### src/rtl/sa_ctrl_pkg.sv
// Shared types, default widths and operand/result packing helpers for the 2x2 systolic job controller.
package sa_ctrl_pkg;

  localparam int unsigned DEF_DATA_WIDTH     = 4;
  localparam int unsigned DEF_ACC_WIDTH      = 9;
  localparam int unsigned DEF_FEED_CYCLES    = 4;
  localparam int unsigned DEF_TIMEOUT_CYCLES = 16;
  localparam int unsigned DEF_CNT_WIDTH      = 16;

  typedef enum logic [2:0] {
    IDLE,
    CLEAR,
    FEED,
    DRAIN,
    RESP
  } state_e;

  function automatic logic [4*DEF_DATA_WIDTH-1:0] pack_op(
    input logic [DEF_DATA_WIDTH-1:0] e00,
    input logic [DEF_DATA_WIDTH-1:0] e01,
    input logic [DEF_DATA_WIDTH-1:0] e10,
    input logic [DEF_DATA_WIDTH-1:0] e11
  );
    return {e11, e10, e01, e00};
  endfunction

  function automatic logic [DEF_ACC_WIDTH-1:0] unpack_res(
    input logic [4*DEF_ACC_WIDTH-1:0] c,
    input int unsigned                idx
  );
    return c[idx*DEF_ACC_WIDTH +: DEF_ACC_WIDTH];
  endfunction

  // Counter width able to hold the larger of the two load values.
  function automatic int unsigned timer_width(input int unsigned a, input int unsigned b);
    int unsigned m;
    m = (a > b) ? a : b;
    return (m < 2) ? 1 : $clog2(m);
  endfunction

endpackage

### src/rtl/sa_ctrl_timer.sv
// Loadable down-counter with a zero flag; shared by the FEED window and the drain watchdog.
module sa_ctrl_timer #(
  parameter int unsigned WIDTH = 4
) (
  input  logic             clk,
  input  logic             rstn,
  input  logic             load,
  input  logic [WIDTH-1:0] load_val,
  input  logic             dec,
  output logic             zero
);

  logic [WIDTH-1:0] count;

  always_ff @(posedge clk or negedge rstn) begin
    if (!rstn) begin
      count <= '0;
    end else if (load) begin
      count <= load_val;
    end else if (dec && (count != '0)) begin
      count <= count - WIDTH'(1);
    end
  end

  assign zero = (count == '0);

endmodule

### src/rtl/sa2x2_job_ctrl.sv
// Job sequencer for the 2x2 systolic array: accept A/B, clear, feed, drain, present C.
// Optional drain watchdog enabled by defining SA_CTRL_TIMEOUT_EN.
module sa2x2_job_ctrl
  import sa_ctrl_pkg::*;
#(
  parameter int unsigned DATA_WIDTH     = DEF_DATA_WIDTH,
  parameter int unsigned ACC_WIDTH      = DEF_ACC_WIDTH,
  parameter int unsigned FEED_CYCLES    = DEF_FEED_CYCLES,
  parameter int unsigned TIMEOUT_CYCLES = DEF_TIMEOUT_CYCLES,
  parameter int unsigned CNT_WIDTH      = DEF_CNT_WIDTH
) (
  input  logic                    clk,
  input  logic                    rstn,
  input  logic                    job_valid,
  output logic                    job_ready,
  input  logic [4*DATA_WIDTH-1:0] job_a,
  input  logic [4*DATA_WIDTH-1:0] job_b,
  output logic                    res_valid,
  input  logic                    res_ready,
  output logic [4*ACC_WIDTH-1:0]  res_c,
  output logic                    res_err,
  output logic                    sa_clr_n,
  output logic                    sa_in_valid,
  output logic [4*DATA_WIDTH-1:0] sa_a,
  output logic [4*DATA_WIDTH-1:0] sa_b,
  input  logic                    sa_out_valid,
  input  logic [4*ACC_WIDTH-1:0]  sa_c,
  output logic                    busy,
  output logic [CNT_WIDTH-1:0]    job_count
);

  localparam int unsigned TW = timer_width(FEED_CYCLES, TIMEOUT_CYCLES);
  localparam logic [TW-1:0] FEED_LOAD = TW'(FEED_CYCLES - 1);

  state_e          state, state_nx;
  logic            tmr_load, tmr_dec, tmr_zero;
  logic [TW-1:0]   tmr_val;
  logic            capture;

  sa_ctrl_timer #(.WIDTH(TW)) u_timer (
    .clk      (clk),
    .rstn     (rstn),
    .load     (tmr_load),
    .load_val (tmr_val),
    .dec      (tmr_dec),
    .zero     (tmr_zero)
  );

`ifdef SA_CTRL_TIMEOUT_EN
  localparam logic [TW-1:0] TO_LOAD = TW'(TIMEOUT_CYCLES - 1);
  logic timeout;
  logic res_err_q;
  assign res_err = res_err_q;
`else
  assign res_err = 1'b0;
`endif

  always_comb begin
    state_nx = state;
    tmr_load = 1'b0;
    tmr_val  = '0;
    tmr_dec  = 1'b0;
    capture  = 1'b0;
`ifdef SA_CTRL_TIMEOUT_EN
    timeout  = 1'b0;
`endif
    case (state)
      IDLE:  if (job_valid && job_ready) state_nx = CLEAR;
      CLEAR: begin
        state_nx = FEED;
        tmr_load = 1'b1;
        tmr_val  = FEED_LOAD;
      end
      FEED: begin
        if (tmr_zero) begin
          state_nx = DRAIN;
`ifdef SA_CTRL_TIMEOUT_EN
          tmr_load = 1'b1;
          tmr_val  = TO_LOAD;
`endif
        end else begin
          tmr_dec = 1'b1;
        end
      end
      DRAIN: begin
        if (sa_out_valid) begin
          capture  = 1'b1;
          state_nx = RESP;
        end
`ifdef SA_CTRL_TIMEOUT_EN
        else if (tmr_zero) begin
          timeout  = 1'b1;
          state_nx = RESP;
        end else begin
          tmr_dec = 1'b1;
        end
`endif
      end
      RESP:    if (res_ready) state_nx = IDLE;
      default: state_nx = IDLE;
    endcase
  end

  // Outputs are registered from the next state so they line up with the state they describe.
  always_ff @(posedge clk or negedge rstn) begin
    if (!rstn) begin
      state       <= IDLE;
      job_ready   <= 1'b0;
      busy        <= 1'b0;
      sa_clr_n    <= 1'b1;
      sa_in_valid <= 1'b0;
      res_valid   <= 1'b0;
      sa_a        <= '0;
      sa_b        <= '0;
      res_c       <= '0;
      job_count   <= '0;
`ifdef SA_CTRL_TIMEOUT_EN
      res_err_q   <= 1'b0;
`endif
    end else begin
      state       <= state_nx;
      job_ready   <= (state_nx == IDLE);
      busy        <= (state_nx != IDLE);
      sa_clr_n    <= (state_nx != CLEAR);
      sa_in_valid <= (state_nx == FEED);
      res_valid   <= (state_nx == RESP);
      if ((state == IDLE) && job_valid && job_ready) begin
        sa_a <= job_a;
        sa_b <= job_b;
      end
      if (capture) begin
        res_c <= sa_c;
`ifdef SA_CTRL_TIMEOUT_EN
        res_err_q <= 1'b0;
`endif
      end
`ifdef SA_CTRL_TIMEOUT_EN
      if (timeout) begin
        res_c     <= '0;
        res_err_q <= 1'b1;
      end
`endif
      if ((state == RESP) && res_ready) job_count <= job_count + CNT_WIDTH'(1);
    end
  end

endmodule
### config.mk
export PLATFORM = sky130hd
export DESIGN_NAME = sa2x2_job_ctrl
export DESIGN_NICKNAME = d
export VERILOG_FILES = /design/src/rtl/sa_ctrl_pkg.sv /design/src/rtl/sa_ctrl_timer.sv /design/src/rtl/sa2x2_job_ctrl.sv
export SDC_FILE = /design/constraint.sdc
export NUM_CORES = 1
export LEC_CHECK = 0
export BUFFER_PORTS_ARGS = -buffer_cell sky130_fd_sc_hd__buf_2
export CAP_MARGIN = 10
export CORE_MARGIN = 4
export CORE_UTILIZATION = 51
export CTS_BUF_LIST = sky130_fd_sc_hd__clkbuf_16
export DETAILED_ROUTE_END_ITERATION = 6
export PLACE_DENSITY = 0.92
export SYNTH_ARGS = -nofsm -noshare
export SYNTH_HDL_FRONTEND = slang
export SYNTH_HIERARCHICAL = 1
export SYNTH_SLANG_ARGS = --single-unit
export TNS_END_PERCENT = 100
### constraint.sdc
create_clock -name clk -period 3.1 [get_ports clk]
set_clock_uncertainty 0.2 [all_clocks]
set_input_delay 0.465 -clock clk [delete_from_list [all_inputs] [get_ports clk]]
set_output_delay 0.465 -clock clk [all_outputs]
set_load 0.03 [all_outputs]
* After elaboration in Yosys (flattened, before gate mapping)
Index checks and enable logic that the tools add are counted.
Storage, ports and cells: flip-flop bits (word level) 96, bits of input ports 73, output and inout bits 90, logic and storage cells 44
Cells by class: $add $sub $neg 2, equality and inequality tests 7, multiplexer cells 13, reduce and logical (&&, ||, !) cells 11
Operator list (number):
- $add A16 B1 Y16 const B | 1
- $pmux W3 S5 | 1
- $mux W3 | 4
- $eq A3 B2 Y1 const B | 3
- $mux W4 | 2
- $eq A3 B3 Y1 const B | 2
- $logic_not A3 Y1 | 2
- $logic_and A1 B1 Y1 | 5
- $mux W1 | 5
- $logic_not A4 Y1 | 1
- $reduce_bool A4 Y1 | 1
- $sub A4 B1 Y4 const B | 1
- $eq A3 B1 Y1 const B | 1
- $ne A3 B1 Y1 const B | 1
- $reduce_bool A3 Y1 | 1
- $mux W2 | 1
- $reduce_bool A2 Y1 | 1

* Depth between registers and ports, before layout
depth after elaboration 6, mapped depth 7, gate-level depth less buffers 7

* By module
The synthesis kept the hierarchy.
Modules (own cells, without submodules):
- sa2x2_job_ctrl | instances 1, cells an instance 240, area each 3631.0 um^2, seq. area each 2303.5 um^2
- sa_ctrl_timer | instances 1, cells an instance 27, area each 270.3 um^2, seq. area each 100.1 um^2

* Least setup slack after synthesis
OpenSTA, ideal clock, no wires.
kind register to register, start point reg u_timer.count[0], end point reg u_timer.count[1], library setup time 0.080 ns, arrival time 1.761 ns, data required time 2.820 ns, setup slack 1.059 ns, stages on the path, launching flop included 8, buffers on the path 0, period minus slack after synthesis 2.041 ns, cells stage by stage dfrtp_1 -> inv_1 -> ha_1 -> nor3b_2 -> nor3_1 -> inv_1 -> or4_1 -> o211ai_2
Between the ends: longest elaborated chain between the ends 5, elaborated cells between the ends (all ways) 9, classes of those cells 1 x add/sub; 4 x mux; 4 x reduce/logical
Ends and longest elaborated chain:
- start, declared | line sa_ctrl_timer.sv:13 | logic [WIDTH-1:0] count;
- start signal, assigned | line sa_ctrl_timer.sv:19 | count <= load_val;
- start signal, assigned | line sa_ctrl_timer.sv:21 | count <= count - WIDTH'(1);
- $logic_not A4 Y1 | line sa_ctrl_timer.sv:25 | assign zero = (count == '0);
- named net tmr_zero | line sa2x2_job_ctrl.sv:36 | logic tmr_load, tmr_dec, tmr_zero;
- $mux W1 | line sa2x2_job_ctrl.sv:75 | if (tmr_zero) begin
- $mux W1 | line sa2x2_job_ctrl.sv:67 | case (state)
- named net tmr_dec | line sa2x2_job_ctrl.sv:36
- $logic_and A1 B1 Y1 | line sa_ctrl_timer.sv:20 | end else if (dec && (count != '0)) begin
- $reduce_bool A2 Y1 (no line)
The timed path passes the listed nets, and every way through them passes these cells. The select of a mux whose other input is x is not followed. A chain may end at the register's enable or synchronous reset.

* Final worst setup path
Same ends and word-level chain as after synthesis.

==> results.sh <==
export IMPL_grt_pass1_vias=2704
export IMPL_htreeDepth=3
export IMPL_synthAdderAreaFrac_pct=0.641
export IMPL_drive_above_1_share_pct=48.3
export IMPL_worstPathArrival_ps=2370
export IMPL_pwr_density_cell_mw_per_mm2=1090
export IMPL_die_w_um=95.5
export IMPL_p_sw_w=0.00231
export IMPL_core_area_mm2=0.00733
export IMPL_setup_violations=0
export IMPL_critPathCaptureType="flop"
export IMPL_holdWs_ps=142
export IMPL_avgRoutedWirePerCell_um=15.9
export IMPL_synth_top_family_by_area="multiplexers"
export IMPL_synth_avg_cell_area_um2=14.6
export IMPL_cts_resized_gates=0
export IMPL_yosys_area_top_type="dfrtp_1"
export IMPL_synth_simple_area_share_pct=9.36
export IMPL_netlist_instances=267
export IMPL_min_path_type="in -> reg"
export IMPL_timing_final_crit_share_pct=74.3
export IMPL_grt_overflow_total=0
export IMPL_final_setup_tns_ps=0
export IMPL_rsz0062_at_grt="no"
export IMPL_r2r_end="u_timer/count[1]"
export IMPL_grt_antenna_before_repair=0
export IMPL_yosys_most_used_dff="dfrtp_1"
export IMPL_synth_top_area_share_pct=60.9
export IMPL_relSlewSlack_pct=57.4
export IMPL_clk_latency_ps=330
export IMPL_p_leak_nw=2.64
export IMPL_synth_area_mm2=0.00390
export IMPL_area_delta_synth_final_pct=31.8
export IMPL_die_height_um=95.5
export IMPL_dp_hpwl_um=6440
export IMPL_max_freq_ghz=0.434
export IMPL_max_cap_violations=0
export IMPL_num_vias=2640
export IMPL_clk_pin_slew_ps=70
export IMPL_synthMuxAreaShare_pct=20.4
export IMPL_status="completed"
export IMPL_vdd_ir_drop_max_v=0.000808
export IMPL_p_int_w=0.00330
export IMPL_dp_slack_ps=853
export IMPL_min_delay_start="sa_c[0]"
export IMPL_worstPathMaxFanout=7
export IMPL_grt_max_degree=51
export IMPL_insertedDiodeCount=0
export IMPL_worst_slew_pin_slew_ps=635
export IMPL_cts_sinks=96
export IMPL_postRouteAntennaNets=0
export IMPL_rr_startpoint="u_timer/count[0]"
export IMPL_sw_frac_of_total_pct=41.2
export IMPL_drv_slew=0
export IMPL_min_period_ps=2300
export IMPL_synth_seq_cells=96
export IMPL_pin_count=163
export IMPL_dr_pass1_iters=5
export IMPL_yosys_warnings=6
export IMPL_pwr_share_comb_pct=42.4
export IMPL_io_buffer_count=161
export IMPL_track_usage_pct=19.4
export IMPL_crit_type="reg -> reg"
export IMPL_rows=31
export IMPL_cts_root_buffer="clkbuf_16"
export IMPL_die_area_mm2=0.00911
export IMPL_yosysSeqAreaShare_pct=61.6
export IMPL_async_flop_share_pct=100
export IMPL_start_util_pct=53.2
export IMPL_synthXorXnorAreaFrac_pct=3.37
export IMPL_nNetsFinal=509
export IMPL_p_seq_share_pct=36.8
export IMPL_synth_compound_area_share_pct=1.64
export IMPL_cts_path_max_buffers=2
export IMPL_setup_ws_ps=795
export IMPL_critical_path_required_ps=3160
export IMPL_r2r_setup_slack_ps=800
export IMPL_numCtsBuffers=9
export IMPL_grt_pass1_wl_um=13300
export IMPL_hold_end="res_c[0]"
export IMPL_viasPerCell=4.91
export IMPL_whs_path_depth=2
export IMPL_synthTopCellsByArea="dfrtp_1 (61%), mux2_1 (14%), mux2_2 (6.4%)"
export IMPL_place_congestion=0.751
export IMPL_drcViolationCount=0
export IMPL_drt_wl_total_um=8560
export IMPL_reg2reg_depth=7
export IMPL_synth_edf_count=0
export IMPL_hold_violations=0
export IMPL_clkPwrFrac_pct=20.8
export IMPL_startpoint_type="flop"
export IMPL_drt_iter0_drc=61
export IMPL_cts_tree="yes"
export IMPL_synth_distinct_cells=41
[critical path, cell delays in order (launching register included)]
cell      delay [ps]
dfrtp_1          410
inv_1             70
ha_1             240
nor3b_2          210
nor3_1           370
inv_1            140
or4_1            510
o211ai_2          90
[metrics by stage]
step | std cells | area [um2] | utilization [%] | total power (W)
2_1_floorplan | 269 | 3910 | - | 0.00371
3_3_place_gp | 521 | 4810 | 65.6 | 0.00437
3_5_place_dp | 521 | 4810 | 65.6 | 0.00448
4_1_cts | 538 | 5140 | 70.1 | 0.00568
5_1_grt | 538 | 5140 | 70.1 | 0.00591
6_report | 538 | 5140 | 70.1 | 0.00561
[per-layer routing]
| metal | track usage, % | vias to the layer above | routed length (um) |
|---|---|---|---|
| met5 | 0 | - | 0 |
| met4 | 7.35 | 0 | 159 |
| li1 | - | 1257 | - |
| met1 | 22.4 | 1288 | 3280 |
| met3 | 4.89 | 12 | 565 |
| met2 | 34.6 | 83 | 4550 |
[layout by cell type, fill, tap and decap left out, types with 5 or more instances in the layout]
| cell | instances |
|---|---|
| xor2_1 | 9 |
| mux2_2 | 22 |
| nor2_1 | 8 |
| mux2_1 | 47 |
| xnor2_1 | 6 |
| inv_1 | 7 |
| dfrtp_1 | 95 |
| nand2_1 | 11 |
| nand3_1 | 5 |
| clkbuf_16 | 9 |
| buf_2 | 160 |
[repair_timing]
action | in CTS | in global routing
setup endpoints to repair | 0 | 0
buffers inserted | 0 | 0
endpoints found under the hold margin | 46 | 0
hold buffers | 1 | 0
[worst max path at each step]
| stage | start | cells after the start | end |
|---|---|---|---|
| 2_1_floorplan | u_timer/count[0] | 7 | u_timer/count[1] |
| 3_3_place_gp | sa_out_valid | 4 | res_c[7] |
| 3_5_place_dp | u_timer/count[0] | 7 | u_timer/count[3] |
| 4_1_cts | u_timer/count[0] | 7 | u_timer/count[3] |
| 5_1_grt | u_timer/count[0] | 7 | u_timer/count[3] |
| 6_report | u_timer/count[0] | 7 | u_timer/count[1] |
[power by group through the flow]
stage	combinational, W	clock, W	sequential [W]
final	0.00238	0.00117	0.00206
after floorplan	0.000687	0	0.00302
after global routing	0.00254	0.00125	0.00213
after global placement	0.00232	0	0.00205
after CTS	0.00242	0.00119	0.00207
after detailed placement	0.00240	0	0.00208
[final cells by class]
class	count	area, um2
sequential	96	2400
fill	522	2190
multi-input combinational	154	1390
timing repair buffer	166	873
clock buffer	9	225
tap	99	124
clock inverter	7	95.1
inverter	7	26.3
[synth_stat cells, types with 2 or more instances]
cell,n
nor2_1,8
nand3_1,5
xnor2_1,6
nand4_1,2
nand2b_1,2
buf_6,2
nor3_1,4
nand2_1,11
dfrtp_1,95
buf_4,5
xor2_1,9
and3_1,3
buf_2,5
nor3_2,4
mux2_1,47
o21ai_0,4
ha_1,2
mux2i_1,2
inv_1,7
mux2_2,22
nor3b_1,2
[cells by family after synthesis]
family | after synthesis
flip-flops | 96
multiplexers | 71
AND/OR/NAND/NOR | 54
buffers and inverters | 19
XOR/XNOR | 15
AO/OA/AOI/OAI | 9
adder cells (fa/ha/maj) | 2
other | 1
[sequential cells by signal, indices dropped and copies added, names as in the netlist]
| signal | count |
|---|---|
| state | 3 |
| job_ready | 1 |
| job_count | 16 |
| sa_b | 16 |
| busy | 1 |
| res_valid | 1 |
| sa_in_valid | 1 |
| sa_a | 16 |
| u_timer/count | 4 |
| sa_clr_n | 1 |
| res_c | 36 |
No activity file was read; power rests on OpenSTA's default activity.
